===== config.mk =====
export PLATFORM = sky130hd
export DESIGN_NAME = conv_fmap_pool_reader_flat
export DESIGN_NICKNAME = d
export VERILOG_FILES = /design/src/rtl/conv_fmap_pool_reader_pkg.sv /design/src/rtl/conv_fmap_pool_reader_if.sv /design/src/rtl/conv_fmap_pool_reader_sm_relu_max.sv /design/src/rtl/conv_fmap_pool_reader.sv /design/src/flat_wrapper.sv
export SDC_FILE = /design/constraint.sdc
export NUM_CORES = 1
export LEC_CHECK = 0
export ABC_AREA = 1
export CAP_MARGIN = 20
export CORE_ASPECT_RATIO = 0.5
export CORE_MARGIN = 2
export CORE_UTILIZATION = 58
export DETAILED_ROUTE_END_ITERATION = 8
export GPL_ROUTABILITY_DRIVEN = 0
export MAX_ROUTING_LAYER = met4
export PLACE_DENSITY = 0.86
export SLEW_MARGIN = 10
export SYNTH_ARGS = -nofsm -noshare
export SYNTH_HDL_FRONTEND = slang
export SYNTH_HIERARCHICAL = 1
export SYNTH_SLANG_ARGS = --single-unit

===== constraint.sdc =====
create_clock -name clock -period 5.12 [get_ports clock]
set_clock_uncertainty 0.1 [all_clocks]
set_input_delay 1.28 -clock clock [delete_from_list [all_inputs] [get_ports clock]]
set_output_delay 1.28 -clock clock [all_outputs]
set_load 0.01 [all_outputs]

===== src/rtl/conv_fmap_pool_reader_pkg.sv =====
// Shared constants, word type and FSM state encoding for the pooled feature-map reader.
package cnn_pkg;
  localparam int unsigned N      = 35;
  localparam int unsigned Q      = 32;
  localparam int unsigned CH     = 4;
  localparam int unsigned H      = 64;
  localparam int unsigned W      = 64;
  localparam int unsigned POOL   = 2;
  localparam int unsigned OH     = H / POOL;
  localparam int unsigned OW     = W / POOL;
  localparam int unsigned CH_W   = $clog2(CH);
  localparam int unsigned ROW_W  = $clog2(H);
  localparam int unsigned COL_W  = $clog2(W);
  localparam int unsigned OROW_W = $clog2(OH);
  localparam int unsigned OCOL_W = $clog2(OW);

  typedef logic [N-1:0] fixed_t;

  typedef enum logic [2:0] {IDLE, FETCH, LAST, EMIT, DONE} state_t;

  // Sign-magnitude ReLU: any negative value, including negative zero, becomes +0.
  function automatic fixed_t relu(input fixed_t v);
    return v[N-1] ? '0 : v;
  endfunction
endpackage


===== src/rtl/conv_fmap_pool_reader_if.sv =====
// Read port towards the feature-map store plus the pooled valid/ready output stream.
interface conv_fmap_pool_reader_if;
  import cnn_pkg::*;

  logic              rd_en;
  logic [CH_W-1:0]   rd_ch;
  logic [ROW_W-1:0]  rd_row;
  logic [COL_W-1:0]  rd_col;
  fixed_t            rd_data;
  logic              out_valid;
  logic              out_ready;
  fixed_t            out_data;
  logic [CH_W-1:0]   out_ch;
  logic [OROW_W-1:0] out_row;
  logic [OCOL_W-1:0] out_col;

  modport master (
    output rd_en, rd_ch, rd_row, rd_col,
    input  rd_data,
    output out_valid, out_data, out_ch, out_row, out_col,
    input  out_ready
  );

  modport slave (
    input  rd_en, rd_ch, rd_row, rd_col,
    output rd_data,
    input  out_valid, out_data, out_ch, out_row, out_col,
    output out_ready
  );
endinterface


===== src/rtl/conv_fmap_pool_reader_sm_relu_max.sv =====
// Combinational ReLU + max of a running maximum and one new sign-magnitude word.
module sm_relu_max
  import cnn_pkg::*;
(
  input  fixed_t run_max,
  input  fixed_t new_word,
  output fixed_t max_out
);
  fixed_t a;
  fixed_t b;

  // Rectify both operands, then keep the larger magnitude (sign is always 0 afterwards).
  always_comb begin
    a       = relu(run_max);
    b       = relu(new_word);
    max_out = (b[N-2:0] > a[N-2:0]) ? b : a;
  end
endmodule


===== src/rtl/conv_fmap_pool_reader.sv =====
// Reads the finished feature map window by window, applies ReLU + 2x2 max-pool and
// streams the pooled words out on a valid/ready interface.
module conv_fmap_pool_reader
  import cnn_pkg::*;
(
  input  logic                    clock,
  input  logic                    reset,
  input  logic                    conv_flag,
  conv_fmap_pool_reader_if.master bus,
  output logic                    busy,
  output logic                    done
);
  state_t            state_q, state_d;
  logic              flag_q, flag_d;
  logic [1:0]        k_q, k_d;
  logic [CH_W-1:0]   ch_q, ch_d;
  logic [OROW_W-1:0] pr_q, pr_d;
  logic [OCOL_W-1:0] pc_q, pc_d;
  fixed_t            max_q, max_d, max_next;
  fixed_t            out_data_q, out_data_d;
  logic [CH_W-1:0]   out_ch_q, out_ch_d;
  logic [OROW_W-1:0] out_row_q, out_row_d;
  logic [OCOL_W-1:0] out_col_q, out_col_d;
  logic              start;
  logic              last_win;

  assign start    = conv_flag & ~flag_q;
  assign last_win = (ch_q == CH_W'(CH - 1)) && (pr_q == OROW_W'(OH - 1)) &&
                    (pc_q == OCOL_W'(OW - 1));

  sm_relu_max u_relu_max (
    .run_max  (max_q),
    .new_word (bus.rd_data),
    .max_out  (max_next)
  );

  // State register.
  always_ff @(posedge clock or negedge reset) begin
    if (!reset) state_q <= IDLE;
    else        state_q <= state_d;
  end

  // Next-state logic: four reads, one capture cycle, then hold until accepted.
  always_comb begin
    state_d = state_q;
    unique case (state_q)
      IDLE:    if (start) state_d = FETCH;
      FETCH:   if (k_q == 2'd3) state_d = LAST;
      LAST:    state_d = EMIT;
      EMIT:    if (bus.out_ready) state_d = last_win ? DONE : FETCH;
      DONE:    state_d = IDLE;
      default: state_d = IDLE;
    endcase
  end

  // Outputs decoded from state; read address only presented while fetching.
  always_comb begin
    bus.rd_en  = 1'b0;
    bus.rd_ch  = '0;
    bus.rd_row = '0;
    bus.rd_col = '0;
    if (state_q == FETCH) begin
      bus.rd_en  = 1'b1;
      bus.rd_ch  = ch_q;
      bus.rd_row = {pr_q, k_q[1]};
      bus.rd_col = {pc_q, k_q[0]};
    end
    bus.out_valid = (state_q == EMIT);
    busy          = (state_q == FETCH) || (state_q == LAST) || (state_q == EMIT);
    done          = (state_q == DONE);
  end

  assign bus.out_data = out_data_q;
  assign bus.out_ch   = out_ch_q;
  assign bus.out_row  = out_row_q;
  assign bus.out_col  = out_col_q;

  // Datapath next values: sub-counter, running max, pooled result and window counters.
  always_comb begin
    flag_d     = conv_flag;
    k_d        = k_q;
    ch_d       = ch_q;
    pr_d       = pr_q;
    pc_d       = pc_q;
    max_d      = max_q;
    out_data_d = out_data_q;
    out_ch_d   = out_ch_q;
    out_row_d  = out_row_q;
    out_col_d  = out_col_q;
    unique case (state_q)
      IDLE: begin
        if (start) begin
          k_d  = '0;
          ch_d = '0;
          pr_d = '0;
          pc_d = '0;
        end
      end
      FETCH: begin
        k_d = k_q + 2'd1;
        // rd_data is stale on k=0, so the window max restarts from +0 there.
        max_d = (k_q == 2'd0) ? '0 : max_next;
      end
      LAST: begin
        out_data_d = max_next;
        out_ch_d   = ch_q;
        out_row_d  = pr_q;
        out_col_d  = pc_q;
      end
      EMIT: begin
        if (bus.out_ready) begin
          pc_d = pc_q + 1'b1;
          if (pc_q == OCOL_W'(OW - 1)) begin
            pr_d = pr_q + 1'b1;
            if (pr_q == OROW_W'(OH - 1)) ch_d = ch_q + 1'b1;
          end
        end
      end
      default: ;
    endcase
  end

  // Datapath registers.
  always_ff @(posedge clock or negedge reset) begin
    if (!reset) begin
      flag_q     <= 1'b0;
      k_q        <= '0;
      ch_q       <= '0;
      pr_q       <= '0;
      pc_q       <= '0;
      max_q      <= '0;
      out_data_q <= '0;
      out_ch_q   <= '0;
      out_row_q  <= '0;
      out_col_q  <= '0;
    end else begin
      flag_q     <= flag_d;
      k_q        <= k_d;
      ch_q       <= ch_d;
      pr_q       <= pr_d;
      pc_q       <= pc_d;
      max_q      <= max_d;
      out_data_q <= out_data_d;
      out_ch_q   <= out_ch_d;
      out_row_q  <= out_row_d;
      out_col_q  <= out_col_d;
    end
  end
endmodule

===== src/flat_wrapper.sv =====
// flat-port wrapper written by rule: the top's interface ports become plain ports
module conv_fmap_pool_reader_flat import cnn_pkg::*;
  (clock, reset, conv_flag, busy, done, bus_rd_en, bus_rd_ch, bus_rd_row, bus_rd_col, bus_rd_data, bus_out_valid, bus_out_data, bus_out_ch, bus_out_row, bus_out_col, bus_out_ready);
  conv_fmap_pool_reader_if bus_i ();
  input  logic clock;
  input  logic reset;
  input  logic conv_flag;
  output logic busy;
  output logic done;
  output wire logic [$bits(bus_i.rd_en)-1:0] bus_rd_en;
  output wire logic [$bits(bus_i.rd_ch)-1:0] bus_rd_ch;
  output wire logic [$bits(bus_i.rd_row)-1:0] bus_rd_row;
  output wire logic [$bits(bus_i.rd_col)-1:0] bus_rd_col;
  input wire logic [$bits(bus_i.rd_data)-1:0] bus_rd_data;
  output wire logic [$bits(bus_i.out_valid)-1:0] bus_out_valid;
  output wire logic [$bits(bus_i.out_data)-1:0] bus_out_data;
  output wire logic [$bits(bus_i.out_ch)-1:0] bus_out_ch;
  output wire logic [$bits(bus_i.out_row)-1:0] bus_out_row;
  output wire logic [$bits(bus_i.out_col)-1:0] bus_out_col;
  input wire logic [$bits(bus_i.out_ready)-1:0] bus_out_ready;
  assign bus_rd_en = bus_i.rd_en;
  assign bus_rd_ch = bus_i.rd_ch;
  assign bus_rd_row = bus_i.rd_row;
  assign bus_rd_col = bus_i.rd_col;
  assign bus_i.rd_data = bus_rd_data;
  assign bus_out_valid = bus_i.out_valid;
  assign bus_out_data = bus_i.out_data;
  assign bus_out_ch = bus_i.out_ch;
  assign bus_out_row = bus_i.out_row;
  assign bus_out_col = bus_i.out_col;
  assign bus_i.out_ready = bus_out_ready;
  conv_fmap_pool_reader u_core (.clock(clock), .reset(reset), .conv_flag(conv_flag), .bus(bus_i), .busy(busy), .done(done));
endmodule

Word level (Yosys, flattened, before mapping)
Cells that the tools add are included.

Register bits after elaboration: 100. Latch bits: 0. Bits in writable memories: 0. Memory bits (read-only): 0. Output and inout bits: 65. Logic and storage cells: 69. Memories: 0.

$add $sub $neg: 4. Multiply operators: 0. Divide/modulo/power cells: 0. Order comparisons: 1. Equal/unequal tests: 13. Shift operators: 0. Muxes and demuxes: 25. Bitwise gates (word level): 2. Reduce and logical (&&, ||, !) cells: 13.

Operator list (number): two-way mux 35 bit (2); two-way mux 34 bit (2); greater-than comparator 34 bit (1); two-way mux 5 bit (4); one-hot mux 5 bit (2 select lines) (2); two-way mux 3 bit (4); two-way mux 6 bit (2); one-hot mux 3 bit (4 select lines) (1); adder 5 x 1 -> 5 bit (second input constant) (2); equality test 5 bit (second input constant) (2); two-way mux 2 bit (5); inequality test 2 x 1 -> 1 bit (second input constant) (5); one-hot mux 2 bit (2 select lines) (2); equality test 3 x 2 -> 1 bit (second input constant) (2); AND reduction 3 bit (2); AND reduction 5 bit (1); adder 2 x 1 -> 2 bit (second input constant) (2); equality test 2 bit (second input constant) (2); AND reduction 4 bit (1); nonzero test 2 bit (2); equality test 3 x 1 -> 1 bit (second input constant) (1); equality test 3 bit (second input constant) (1); zero test 3 bit (1); logical AND 1 bit (2); 6 further kinds (7).

Depth between registers and ports, before layout
Gate-level depths: netlist of the first run.

Word-level depth: 6. Gate-level depth with buffers: 20.

By module
Netlist of the first run, hierarchy kept.

Modules (own cells, without submodules): conv_fmap_pool_reader (instances 1, cells each 439, area each 4229.1 sq um, seq. area each 2502.4 sq um); sm_relu_max (instances 1, cells each 400, area each 1939.4 sq um, seq. area each 0.0 sq um).

Worst setup path before layout of the first run
No wires, ideal clock.

Kind: input-to-reg. From: in bus_rd_data[34]. To: reg u_core.out_data_q[11] (netlist: u_core/bus.out_data[11]). Setup time: 0.127 ns. Arrival: 3.399 ns. Required time: 4.893 ns. Setup slack: 1.494 ns. Stages: 16. Path buffers: 3. Path through: clkbuf_1 clkbuf_1 nor2_1 ha_1 nand2_1 inv_1 nand2_1 nor2_1 a21oi_1 nand2_1 nor2_1 nand2_4 buf_2 nand3_1 nand2_1 mux2_1.

Cells in the longest elaborated chain, start to end: 3.

Ends and longest elaborated chain: start: declaration (RTL line flat_wrapper.sv:14) `input wire logic [$bits(bus_i.rd_data)-1:0] bus_rd_data;`; two-way mux 34 bit (*) (RTL line conv_fmap_pool_reader_pkg.sv:23) `return v[N-1] ? '0 : v;`; greater-than comparator 34 bit (RTL line conv_fmap_pool_reader_sm_relu_max.sv:16) `max_out = (b[N-2:0] > a[N-2:0]) ? b : a;`; two-way mux 35 bit (*) (RTL line conv_fmap_pool_reader_sm_relu_max.sv:16); via u_core.max_next[11] (RTL line conv_fmap_pool_reader.sv:19) `fixed_t max_q, max_d, max_next;`; end signal: assignment (RTL line conv_fmap_pool_reader.sv:143) `out_data_q <= out_data_d;`; end: declaration (RTL line conv_fmap_pool_reader.sv:20) `fixed_t out_data_q, out_data_d;`.

Mark *: on every way through the listed nets, which the timed path passes. The rest lies on a longest branch. A chain may end at the register's enable or synchronous reset.

Worst setup path after layout of the first run
From: in bus_rd_data[34]. To: reg u_core.max_q[15].

Cells in the longest elaborated chain, start to end: 4.

Ends and longest elaborated chain: two-way mux 34 bit (*) (RTL line conv_fmap_pool_reader_pkg.sv:23); greater-than comparator 34 bit (RTL line conv_fmap_pool_reader_sm_relu_max.sv:16); two-way mux 35 bit (*) (RTL line conv_fmap_pool_reader_sm_relu_max.sv:16); via u_core.max_next[15] (RTL line conv_fmap_pool_reader.sv:19); two-way mux 35 bit (*) (RTL line conv_fmap_pool_reader.sv:102) `max_d = (k_q == 2'd0) ? '0 : max_next;`; end signal: assignment (RTL line conv_fmap_pool_reader.sv:142) `max_q <= max_d;`; end: declaration (RTL line conv_fmap_pool_reader.sv:19).

Marked as above.

==> results_dict.tcl, run 1 <==
set metrics [dict create \
    synth_top_cell_by_area "dfrtp_1" \
    synth-edff-count 0 \
    avgSynthCellArea_um2 7.35 \
    finalNetCount 1003 \
    die_w_um 150 \
    power.leakage_uw 0.00404 \
    io_buffers 103 \
    clock-sinks 100 \
    met3_usage_pct 6.37 \
    synthesis.nets 919 \
    grt_max_degree 77 \
    reg2reg_setup_slack_ns 1.60 \
    drive_gt1_share_pct 5.71 \
    syn_area_um2 6170 \
    cts_buffers 9 \
    globalRouteTotalUtil_pct 28.2 \
    critical_path_buf_inv_count 4 \
    pwr-share-comb_pct 49.9 \
    worstPathRequired_ns 5.26 \
    grt_use_met2_pct 47.8 \
    cts_hold_buf 0 \
    cpPeakStageDelay_ns 0.47 \
    pin_count 104 \
    synth_common_cells "nand2_1 (275), inv_1 (129), dfrtp_1 (100)" \
    ant_nets 0 \
    slew_headroom_pct 42.6 \
    post_cts_resize_count 0 \
    peakVddDrop_mv 0.257 \
    ys_seq_area_share_pct 40.6 \
    whs_path_depth 2 \
    die_area_um2 11500 \
    rows 26 \
    final_util_pct 74.0 \
    wl_um 15200 \
    grt_first_pass_wirelength_um 25600 \
    initial_core_util_pct 60.0 \
    hp-class "flop to flop" \
    drv_slew 0 \
    place_ws_ns 0.538 \
    cp-start-kind "primary input" \
    instances_no_fill 1068 \
    fillerInstances 792 \
    criticalPathCategory "primary input to flop" \
    p_int_uw 2350 \
    cp_max_fo 35 \
    clkLatencyLatePin_ns 0.35 \
    cts_buffer_depth 2 \
    grt_antenna_before_repair 0 \
    dp.final_hpwl_um 10400 \
    cp_top_family "simple AND/OR/NAND/NOR gates" \
    drtIter0Drc 425 \
    clock-root-buffer "clkbuf_16" \
    via_per_inst 5.35 \
    synth_warnings 6 \
    vias 5711 \
    fin_tns_setup_ns 0 \
    min_period_ns 4.31 \
    power_frac_clock_pct 19.3 \
    rsz0062_at_grt "false" \
    powerDensity_nw_per_um2 537 \
    synth_top_area_share_pct 40.6 \
    top_usage_layer "met2" \
    synth_top_flop_cell "dfrtp_1" \
    slowest_stage "clkdlybuf4s50_1" \
    final-setup-viol-count 0 \
    yosys_register_bits 100 \
    synth.most_common_cell "nand2_1" \
    drt_pass1_iterations 5 \
    cp_common_cell "nand2_1" \
    critical_path.endpoint_type "flop" \
    overflow 0 \
    hold_viol_final 0 \
    swShare_pct 42.6 \
    yosys-top-cells-area "dfrtp_1 (41%), nand2_1 (17%), ha_1 (8.3%)" \
    grt_util_met1_pct 33.7 \
    drv_cap 0 \
    status "finished clean" \
    drc 0 \
    antenna_cells 0 \
    clk_pin_slew_ns 0.07 \
    worstMarginPinSlew_ns 0.861 \
    crit_chain "clkdlybuf4s50_1, buf_4, nor2_1, ha_1, nand2_1, inv_1, nand2_1, nor2_1, a21oi_1, nand2_1, nor2_1, nand2_4, nand2_4, nand2_1, nand2_1, inv_1, o31ai_1" \
    area_growth_pct 23.2 \
    fp.dieH_um 76.9 \
    dp_cells 1051 \
    ff2ff_path_depth 15 \
    async_flop_share_pct 100 \
    postSynthCellCount 839 \
    postCtsSetupBuffers 0 \
    p_seq_share_pct 30.8 \
    layout_setup_ws_ns 0.807 \
    grt_pass1_vias 5735 \
    fin_crit_sh_pct 84.2 \
    cp.depth 17 \
    ys_types 35 \
    p_sw_uw 1740 \
    cts_tree "built" \
    cp.arrival_ns 4.46 \
    max_freq_mhz 232 \
    htree_num_levels 3 \
    avgRoutedWirePerCell_um 14.3 \
    core_area_um2 10300 \
    total_power_uw 4080 \
]
metal layers:
layer  vias up  share of wire (%)
li1       2779                  -
met1      2677                 43
met2       226                 48
met3        29                6.9
met4         0                1.9
met5         -                  0
cell usage in the layout (no fill, tap or decap), types with 2 or more instances in the layout:
cell type / instances
nand2_2: 2
nor3b_1: 2
nand4_1: 3
inv_1: 129
nand2_4: 2
ha_1: 41
buf_4: 8
xor2_1: 2
mux2_1: 3
mux2_4: 10
bufinv_16: 3
nor2_1: 70
clkdlybuf4s50_1: 102
nor3_1: 3
o31ai_1: 21
nor2_2: 5
nand3_1: 53
inv_2: 4
nand2_1: 275
clkbuf_16: 9
o21ai_1: 11
a21oi_1: 10
dfrtp_1: 100
o21ai_0: 45
path summary, 6_finish.rpt:
path,end,from
max,u_core/max_q[15],bus_rd_data[34]
min,u_core/max_q[18],u_core/max_q[18]
max reg2reg,u_core/bus.out_data[13],u_core/max_q[34]
min reg2reg,u_core/max_q[18],u_core/max_q[18]
max in group asynchronous,u_core/bus.out_data[1],reset
min in group asynchronous,u_core/pc_q[4],reset
stage by stage:
step / hold slack [ns] / instance area, um2
after floorplan: 0.342 / 6170
after global placement: 0.356 / 7220
after detailed placement: 0.370 / 7220
after CTS: 0.385 / 7570
after global routing: 0.413 / 7600
final: 0.383 / 7600
flip-flops by register name (all words and copies together) (netlist names):
name / flops
u_core/bus.out_ch: 2
u_core/bus.out_col: 5
u_core/bus.out_data: 35
u_core/bus.out_row: 5
u_core/ch_q: 2
u_core/flag_q: 1
u_core/k_q: 2
u_core/max_q: 35
u_core/pc_q: 5
u_core/pr_q: 5
u_core/state_q: 3
tightest hold or removal path: cells and delay by family (launching register included):
family	cells	cell delay [ns]
DFF	1	0.34
AOI/OAI and AO/OA	1	0.06
and+or+nand+nor	1	0.05
area by class of cell:
class / instances / area [um2] / share of cell area, %
timing repair buffer: 111 / 1110 / 14.6
clock buffer: 10 / 239 / 3.14
multi-input combinational: 568 / 2970 / 39.0
clock inverter: 6 / 111 / 1.46
tap: 140 / 175 / 2.30
inverter: 133 / 499 / 6.57
sequential: 100 / 2500 / 32.9
cells by family after synthesis:
group | synth area share [%]
simple gates | 28.0
buf+inv | 11.3
compound gates | 8.30
other cells | 0.0608
fa+ha+maj | 8.32
xor+xnor | 0.284
flops | 40.6
mux | 3.16
power by group through the flow:
stage | logic (uW) | clock network, uW | registers [uW]
final | 2040 | 790 | 1260
after global routing | 2280 | 840 | 1290
after CTS | 2000 | 799 | 1260
after detailed placement | 1990 | 0 | 1260
after global placement | 1910 | 0 | 1250
after floorplan | 1350 | 0 | 1280
(Power assumes the default switching activity.)
==> run 2: changes to the inputs <==
- CORE_UTILIZATION: 58 -> 49
- PLACE_DENSITY: 0.86 -> 0.77
- clock period: 5.12 -> 3.7 ns (I/O delays scaled with it)
==> run 2 against run 1 <==
  * Wire length fell by 5.9%
  * Worst setup slack got worse by 0.47 ns
  * Clock power rose by 24%
  * Sequential share of layout area fell by 0.30 points
  * Die area rose by 18%
  * Global-route usage fell by 5.5 points
  * First-iteration DRC count fell by 24%
  * Sequential power rose by 38%
  * Sequential cell count did not move
  * Clock-buffer cell count fell by 1
  * Via count fell by 4.6%
  * Largest power group unchanged
==> results_dict.tcl, run 2 (synthesis results as in run 1) <==
set metrics [dict create \
    hp-class "flop to flop" \
    clock-sinks 100 \
    initial_core_util_pct 51.2 \
    powerDensity_nw_per_um2 731 \
    power.leakage_uw 0.00406 \
    swShare_pct 42.8 \
    final_common_cell "nand2_1" \
    grt_antenna_before_repair 0 \
    whs_ns 0.379 \
    reg2reg_setup_slack_ns 0.79 \
    rows 28 \
    drtIter0Drc 322 \
    globalRouteTotalUtil_pct 22.7 \
    cp_max_fo 34 \
    pwr-share-comb_pct 51.7 \
    drc 0 \
    htree_num_levels 3 \
    antenna_cells 0 \
    die_area_um2 13600 \
    max_freq_mhz 298 \
    layout_common_cells "nand2_1 (275), inv_1 (129), clkdlybuf4s50_1 (102)" \
    wl_um 14300 \
    criticalPathCategory "primary input to flop" \
    critical_path.endpoint_type "flop" \
    clk_pin_slew_ns 0.08 \
    grt_first_pass_wirelength_um 24400 \
    final-setup-viol-count 0 \
    cts_buffers 9 \
    p_seq_share_pct 30.9 \
    grt_max_degree 77 \
    fp.dieH_um 83.3 \
    dp.final_hpwl_um 10200 \
    min_period_ns 3.36 \
    drv_cap 0 \
    core_area_um2 12100 \
    p_sw_uw 2400 \
    drive_gt1_share_pct 6.42 \
    cts_tree "built" \
    postCtsSetupBuffers 0 \
    clkLatencyLatePin_ns 0.35 \
    post_cts_resize_count 0 \
    power_frac_clock_pct 17.4 \
    drv_slew 0 \
    hold_viol_final 0 \
    rsz0062_at_grt "false" \
    io_buffers 103 \
    cp-start-kind "primary input" \
    worstMarginPinSlew_ns 0.969 \
    overflow 0 \
    ant_nets 0 \
    cp.arrival_ns 3.51 \
    place_area_um2 7370 \
    die_w_um 163 \
    pin_count 104 \
    p_int_uw 3210 \
    worstPathRequired_ns 3.85 \
    clock-root-buffer "clkbuf_16" \
    via_per_inst 4.95 \
    peakVddDrop_mv 0.289 \
    finalNetCount 1010 \
    fin_area_um2 7670 \
    grt_pass1_vias 5231 \
    slew_headroom_pct 35.4 \
    vias 5446 \
    fin_crit_sh_pct 90.8 \
    cts_hold_buf 0 \
    cts_buffer_depth 2 \
    status "finished clean" \
    avgRoutedWirePerCell_um 13.0 \
    area_growth_pct 24.4 \
    drt_pass1_iterations 5 \
]
## run 2: cell type report
type                    count  area (um2)
clock buffers               9         225
flip-flops and latches    100        2500
well taps                 165         206
inverters                 133         499
clock inverters             7        80.1
repair buffers            118        1190
multi-input cells         568        2970
fillers                  1063        4380
## run 2: worst paths after layout
check,from,endpoint,cells after the start
worst max-delay path,bus_rd_data[34],u_core/max_q[30],18
worst min-delay path,u_core/pr_q[3],u_core/pr_q[3],2
worst max register to register,u_core/max_q[34],u_core/max_q[30],18
worst min register to register,u_core/pr_q[3],u_core/pr_q[3],2
max in group asynchronous,reset,u_core/max_q[20],2
min in group asynchronous,reset,u_core/bus.out_row[3],1
## run 2: power by group through the flow
stage / Clock [uW] / Combinational [uW] / Sequential [uW]
2_1_floorplan: 0 / 1870 / 1770
3_3_place_gp: 0 / 2820 / 1740
6_report: 976 / 2900 / 1740
4_1_cts: 1000 / 2920 / 1740
5_1_grt: 1040 / 3270 / 1790
3_5_place_dp: 0 / 2900 / 1740
## run 2: per-layer routing
layer	track usage [%]	wire length, um	vias to the layer above
met5	-	0	-
met1	29.0	6720	2504
met4	5.79	191	0
met3	5.34	794	20
met2	36.4	6630	130
li1	-	-	2792
## run 2: per-stage QoR
step	power, uW	std cells	util (%)	TNS (ns)	setup slack, ns
2_1_floorplan	3640	839	-	0	0.429
3_3_place_gp	4550	1084	61.1	0	0.0963
3_5_place_dp	4640	1084	61.1	-0.0120	-0.0113
4_1_cts	5650	1100	63.7	0	0.344
5_1_grt	6100	1100	63.7	0	0.121
6_report	5610	1100	63.7	0	0.342
## run 2: critical path, cell delays in order
cell and delay (ns):
clkdlybuf4s50_1 0.51, buf_12 0.20, nor2_1 0.09, ha_1 0.31, nand2_1 0.13, inv_1 0.05
nand2_1 0.08, nor2_1 0.05, a21oi_1 0.12, nand2_1 0.06, nor2_1 0.17, nand2_4 0.10
nand2_4 0.10, buf_4 0.18, nand2_1 0.06, nand2_1 0.05, inv_1 0.05, o31ai_1 0.24
==> run 3: changes to the inputs <==
- SLEW_MARGIN: 10 -> 20
==> results of run 3 <==
Final layout, timing and power as in run 2 (identical DEF).
